==> src/rtl/fas_frame_ctrl.sv <==
// fas_frame_ctrl
// ----------------------------------------------------------------------------
// Frame sequencer between the FIR filter and the FFT / frequency-analyst back
// end. FIR samples are counted into FRAME_LEN-sample frames and written into a
// two-bank (ping-pong) serial-to-parallel buffer. Each completed bank is handed
// to the FFT, then to the analyst, and a done pulse is issued per frame.
//
// Ports:
//   clk, rst       clock, asynchronous active-high reset
//   fir_valid      FIR sample valid this cycle
//   wr_en          buffer write strobe (follows fir_valid)
//   wr_bank        bank being written
//   wr_addr        slot within wr_bank
//   fft_start      one-cycle pulse: FFT may begin reading fft_bank
//   fft_bank       bank the FFT must read
//   fft_done       one-cycle pulse from FFT: bank consumed
//   ana_start      one-cycle pulse: analyst may evaluate FFT outputs
//   ana_done       one-cycle pulse from analyst: result valid
//   done           one-cycle pulse per completed frame
//   frame_cnt      number of completed frames (wraps)
//   overrun        sticky: a frame started on a bank not yet released
// ----------------------------------------------------------------------------
module fas_frame_ctrl #(
    parameter int FRAME_LEN = 16,
    parameter int ADDR_W    = 4,
    parameter int CNT_W     = 8
) (
    input  logic              clk,
    input  logic              rst,
    input  logic              fir_valid,
    output logic              wr_en,
    output logic              wr_bank,
    output logic [ADDR_W-1:0] wr_addr,
    output logic              fft_start,
    output logic              fft_bank,
    input  logic              fft_done,
    output logic              ana_start,
    input  logic              ana_done,
    output logic              done,
    output logic [CNT_W-1:0]  frame_cnt,
    output logic              overrun
);

    typedef enum logic [1:0] {
        IDLE    = 2'd0,
        FFT_RUN = 2'd1,
        ANA_RUN = 2'd2
    } state_t;

    state_t              state_q, state_d;
    logic                first_q, first_d;       // first cycle of a run state
    logic [ADDR_W-1:0]   wr_addr_q, wr_addr_d;
    logic                wr_bank_q, wr_bank_d;
    logic [1:0]          bank_full_q, bank_full_d;
    logic                rd_bank_q, rd_bank_d;
    logic                fft_bank_q, fft_bank_d;
    logic [CNT_W-1:0]    frame_cnt_q, frame_cnt_d;
    logic                done_q, done_d;
    logic                overrun_q, overrun_d;
    logic [1:0]          set_mask;
    logic [1:0]          clr_mask;

    always_ff @(posedge clk or posedge rst) begin
        if (rst) begin
            state_q     <= IDLE;
            first_q     <= 1'b0;
            wr_addr_q   <= '0;
            wr_bank_q   <= 1'b0;
            bank_full_q <= 2'b00;
            rd_bank_q   <= 1'b0;
            fft_bank_q  <= 1'b0;
            frame_cnt_q <= '0;
            done_q      <= 1'b0;
            overrun_q   <= 1'b0;
        end else begin
            state_q     <= state_d;
            first_q     <= first_d;
            wr_addr_q   <= wr_addr_d;
            wr_bank_q   <= wr_bank_d;
            bank_full_q <= bank_full_d;
            rd_bank_q   <= rd_bank_d;
            fft_bank_q  <= fft_bank_d;
            frame_cnt_q <= frame_cnt_d;
            done_q      <= done_d;
            overrun_q   <= overrun_d;
        end
    end

    always_comb begin
        state_d     = state_q;
        first_d     = 1'b0;
        wr_addr_d   = wr_addr_q;
        wr_bank_d   = wr_bank_q;
        rd_bank_d   = rd_bank_q;
        fft_bank_d  = fft_bank_q;
        frame_cnt_d = frame_cnt_q;
        done_d      = 1'b0;
        overrun_d   = overrun_q;
        set_mask    = 2'b00;
        clr_mask    = 2'b00;
        fft_start   = 1'b0;
        ana_start   = 1'b0;

        // Write side: never stalls; the last slot closes the bank.
        if (fir_valid) begin
            if (wr_addr_q == ADDR_W'(FRAME_LEN - 1)) begin
                wr_addr_d          = '0;
                wr_bank_d          = ~wr_bank_q;
                set_mask[wr_bank_q] = 1'b1;
            end else begin
                wr_addr_d = wr_addr_q + ADDR_W'(1);
            end
            // A new frame starting on a bank the back end still owns.
            if ((wr_addr_q == '0) && bank_full_q[wr_bank_q]) begin
                overrun_d = 1'b1;
            end
        end

        // Read side sequencer.
        case (state_q)
            IDLE: begin
                if (bank_full_q[rd_bank_q]) begin
                    state_d    = FFT_RUN;
                    fft_bank_d = rd_bank_q;
                    first_d    = 1'b1;
                end
            end
            FFT_RUN: begin
                fft_start = first_q;
                if (fft_done) begin
                    clr_mask[rd_bank_q] = 1'b1;
                    rd_bank_d           = ~rd_bank_q;
                    state_d             = ANA_RUN;
                    first_d             = 1'b1;
                end
            end
            ANA_RUN: begin
                ana_start = first_q;
                if (ana_done) begin
                    state_d     = IDLE;
                    done_d      = 1'b1;
                    frame_cnt_d = frame_cnt_q + CNT_W'(1);
                end
            end
            default: begin
                state_d = IDLE;
            end
        endcase

        // Set wins over a same-cycle release of the same bank.
        bank_full_d = (bank_full_q & ~clr_mask) | set_mask;
    end

    // Gated by rst so the strobe also reads 0 while reset is held.
    assign wr_en     = fir_valid & ~rst;
    assign wr_bank   = wr_bank_q;
    assign wr_addr   = wr_addr_q;
    assign fft_bank  = fft_bank_q;
    assign done      = done_q;
    assign frame_cnt = frame_cnt_q;
    assign overrun   = overrun_q;

endmodule

==> config.mk <==
export PLATFORM = sky130hd
export DESIGN_NAME = fas_frame_ctrl
export DESIGN_NICKNAME = d
export VERILOG_FILES = /design/src/rtl/fas_frame_ctrl.sv
export SDC_FILE = /design/constraint.sdc
export NUM_CORES = 1
export LEC_CHECK = 0
export ABC_AREA = 1
export ABC_CLOCK_PERIOD_IN_PS = 3100
export CAP_MARGIN = 20
export CORE_ASPECT_RATIO = 1.5
export CORE_MARGIN = 10
export CORE_UTILIZATION = 45
export CTS_BUF_LIST = sky130_fd_sc_hd__clkbuf_4 sky130_fd_sc_hd__clkbuf_8 sky130_fd_sc_hd__clkbuf_16
export CTS_CLUSTER_DIAMETER = 200
export DETAILED_ROUTE_END_ITERATION = 6
export GPL_ROUTABILITY_DRIVEN = 1
export PLACE_DENSITY = 0.77
export SYNTH_ARGS = -nofsm -noshare
export SYNTH_HDL_FRONTEND = slang
export SYNTH_SLANG_ARGS = --single-unit
export TNS_END_PERCENT = 1
==> constraint.sdc <==
create_clock -name clk -period 3.1 [get_ports clk]
set_clock_uncertainty 0.1 [all_clocks]
set_input_delay 0.62 -clock clk [delete_from_list [all_inputs] [get_ports clk]]
set_output_delay 0.62 -clock clk [all_outputs]
set_load 0.005 [all_outputs]
Word-level counts from Yosys, hierarchy flattened
Cells that the tools add are included.
{"block": "classes", "eq_ne": 6, "muxes": 24, "n_reduce_logical": 11, "bitwise_logic": 7, "n_lt_le_gt_ge": 4, "n_addsub": 2}
{"operator": "2-bit two-way mux", "n": 7}
{"operator": "1-bit two-way mux", "n": 12}
{"operator": "2-bit AND reduction", "n": 5}
{"operator": "8-bit by 1-bit adder with 8-bit output (second input constant)", "n": 1}
{"operator": "2-bit inequality test (second input constant)", "n": 3}
{"operator": "2-bit case mux with 3 select lines", "n": 1}
{"operator": "4-bit by 1-bit adder with 4-bit output (second input constant)", "n": 1}
{"operator": "4-bit == test (second input constant)", "n": 1}
{"operator": "4-bit logical NOT", "n": 1}
{"operator": "1-bit by 2-bit less-than comparator with 1-bit output (second input constant)", "n": 2}
{"operator": "4-bit two-way mux", "n": 1}
{"operator": "1-bit logical AND", "n": 3}
{"operator": "1-bit NOT", "n": 3}
{"operator": "3-bit AND reduction", "n": 1}
{"operator": "2-bit AND", "n": 1}
{"operator": "1-bit demux with 1-bit select", "n": 2}
{"operator": "2-bit by 1-bit == test with 1-bit output (second input constant)", "n": 1}
{"operator": "2-bit == test (second input constant)", "n": 1}
{"operator": "1-bit greater-or-equal comparator (second input constant)", "n": 2}
{"operator": "2-bit logical NOT", "n": 1}
{"operator": "2-bit NOT", "n": 1}
{"operator": "2-bit OR", "n": 1}
{"operator": "1-bit case mux with 2 select lines", "n": 1}
{"operator": "1-bit AND", "n": 1}
{"block": "totals", "regBits": 22, "input_bits": 5, "output_inout_bits": 19}

Longest topological paths before layout
{"block": "logic_depth", "ltp_word": 9, "ltp_mapped": 7, "depth_no_buf": 7}

Least setup slack after synthesis
No wires, ideal clock.
{"block": "synth_timing", "path_type": "in2out", "startpoint": "input fir_valid", "endpoint": "output wr_en", "arrival_ns": 0.758, "n_path_buf": 0, "slack_ns": 1.622, "path_stages": 2, "cell_sequence": "inv_1 -> nor2_1"}
{"block": "synth_via", "elab_chain_cells": 1}
{"element": "start: declaration", "line": "30", "text": "input logic fir_valid,"}
{"element": "1-bit AND", "line": "155", "text": "assign wr_en = fir_valid & ~rst;"}
{"element": "end: declaration", "line": "31", "text": "output logic wr_en,"}
Every way passes these cells.

Final worst setup path
Ends and elaborated chain as after synthesis.

==> key figures <==
Global route
  • M2 GR Usage: 15.6%
  • Total grt overflow: 0
  • Total global routing track utilization: 9.60%
  • Initial antenna violation count: 0
  • Vias in the first global route: 831
  • Grt met1 use: 9.83%
  • Pin count of the biggest net entering global routing: 23
  • GRT met3 Usage: 4.35%
  • First-pass GRT wire length: 3.56 mm
  • Most crowded layer after global routing: met2

Clocking
  • Max clock buf depth: 2
  • TritonCTS clock tree: yes
  • CTS H-tree lvls: 1
  • Clock Latency Late Sink: 0.31 ns
  • Post_cts resized: 0
  • CTS Hold Bufs: 0
  • Sink Count: 22
  • Clock-pin slew on the worst setup and hold paths: 0.12 ns
  • Post-CTS setup buffers: 0
  • Root Buffer: clkbuf_4
  • Num CTS Buffers: 3

Power
  • Sequential power share: 47.3%
  • Clock power share: 15.7%
  • Sw Share: 34.4%
  • Gate power share: 37.0%
  • Leakage: 0.614 nW
  • Internal: 0.661 mW
  • Sw Pwr: 0.346 mW
  • PwrDens: 772 nW/um2
  • VDD IR max: 0.417 mV

Drt
  • Iter 0 DRT Violations: 22
  • Vias per inst: 5.01
  • Antenna-violating nets left: 0
  • # DRC: 0
  • DR pass1 iterations: 4
  • Total Routed Length: 1.99 mm
  • Average routed wire per standard cell: 12.2 um
  • Via Count: 816

Synthesis
  • Ys flop type: dfrtp_1
  • Register area share after synthesis: 54.5%
  • Syn_area_per_cell: 8.94 um2
  • Netlist cell types: 18
  • Synth area leader: dfrtp_1
  • Yosys warning count: 0
  • Largest cells by area after synthesis: dfrtp_1 (55%), nand2_1 (11%), inv_1 (5.6%)
  • Post-Syn Nets: 121
  • EDFF count, synth: 0
  • Synthesized instance count: 113
  • Post-Syn Area: 1010 um2
  • #FFs+latches synth: 22
  • Ys async rst share: 100%
  • Area share of the largest cell type after synthesis: 54.5%

Setup path
  • Critical Path Start Type: input pin
  • Critical Path End Type: output port
  • Worst Path Arrival: 1.91 ns
  • CP max FO: 8
  • CP Data Required Time: 2.38 ns
  • Setup CP Type: input pin to output port

Placed design
  • IO Port Bufs: 23
  • Placed insts: 159
  • Detailed Place HPWL: 1.57 mm
  • Pre-CTS WS: 0.455 ns
  • RePlAce Congestion: 0.791

Finish
  • Final core utilization: 59.8%
  • Share of layout cells above drive strength 1: 5.71%
  • Post-layout nets: 149
  • Layout area overhead: 29.2%
  • Antenna cells: 0
  • Most frequent cells in the layout: nand2_1 (30), clkdlybuf4s50_1 (23), dfrtp_1 (22)
  • Most common cell after layout, fill and taps aside: nand2_1
  • Post-route insts no fill: 163

STA
  • Unrepaired setup endpoints after global routing: false
  • Period minus WS final: 2.63 ns
  • Final WS setup: 0.470 ns
  • Final hold vios: 0
  • Fmax: 0.380 GHz
  • Setup TNS: 0 ns
  • Worst-Margin Slew: 0.806 ns
  • Slew HR: 46.2%
  • WHS: 0.400 ns
  • Period utilization: 84.8%
  • Final setup vio count: 0
  • Fin. max-slew vios: 0

Die
  • Die area: 4580 um2
  • Row Count: 21
  • Chip Height: 78.0 um
  • Area of the core: 2180 um2
  • Initial core utilization: 46.3%
  • Io pins: 24
  • Chip Width: 58.7 um

Min path
  • HP Class: flop to flop

Run status
  • Status: complete, no violations

Flow run
  • Max_cap viols: 0
[per-layer routing]
metal,up-vias,part of all wire (%)
met5,-,0
met4,0,2.3
met3,6,9.9
met2,21,49
met1,382,39
li1,407,-
[cell families (layout without fill, tap and decap cells)]
kind of cell    Yosys count  after routing  synth area share (%)
fa+ha+maj                 3              3                  3.72
flops                    22             22                  54.5
xor+xnor                  6              6                  5.20
simple gates             54             54                  24.2
compound gates           12             12                  6.44
buf+inv                  16             43                  5.95
[worst max-delay path: stages]
cell,delay [ns]
clkdlybuf4s50_1,0.58
inv_1,0.11
nor2_1,0.09
clkdlybuf4s50_1,0.51
[sequential cells by signal, summed over array words and instances (netlist names)]
| register | cells |
|---|---|
| wr_bank | 1 |
| rd_bank_q | 1 |
| state_q | 2 |
| fft_bank | 1 |
| done | 1 |
| wr_addr | 4 |
| bank_full_q | 2 |
| first_q | 1 |
| overrun | 1 |
| frame_cnt | 8 |
[final cells by class]
| cell class | instances | area, um2 |
|---|---|---|
| Fill cell | 205 | 876 |
| Sequential cell | 22 | 551 |
| Multi-Input combinational cell | 75 | 399 |
| Timing Repair Buffer | 23 | 230 |
| Inverter | 16 | 60.1 |
| Clock buffer | 4 | 36.3 |
| Tap cell | 23 | 28.8 |
[Yosys cell counts, types with 2 or more instances]
master,n
nand2_1,30
dfrtp_1,22
inv_1,15
nor2_1,10
nand3_1,9
o21ai_0,9
xnor2_1,4
ha_1,3
xor2_1,2
[stage by stage]
stage	cell area, um2	total power [mW]
detailed placement	1270	0.862
global placement	1270	0.847
floorplan	1010	0.655
global route	1310	1.10
CTS	1310	1.02
finish	1310	1.01
[final timing paths]
kind | slack (ns) | end | cells past startpoint | from
worst max register to register | 1.83 | wr_bank | 6 | wr_addr[1]
worst max-delay path | 0.47 | wr_en | 4 | fir_valid
worst min register to register | 0.40 | overrun | 1 | overrun
max in group asynchronous | 1.73 | frame_cnt[6] | 2 | rst
worst min-delay path | 0.40 | overrun | 1 | overrun
min in group asynchronous | 0.68 | wr_bank | 2 | rst
[power groups by stage]
stage                     clock network, mW  registers (mW)  logic (mW)
after floorplan                           0           0.473       0.182
after global placement                    0           0.478       0.369
after detailed placement                  0           0.483       0.379
after CTS                             0.162           0.478       0.381
after global routing                  0.171           0.500       0.429
final                                 0.158           0.477       0.372
No activity file was read; power rests on OpenSTA's default activity.
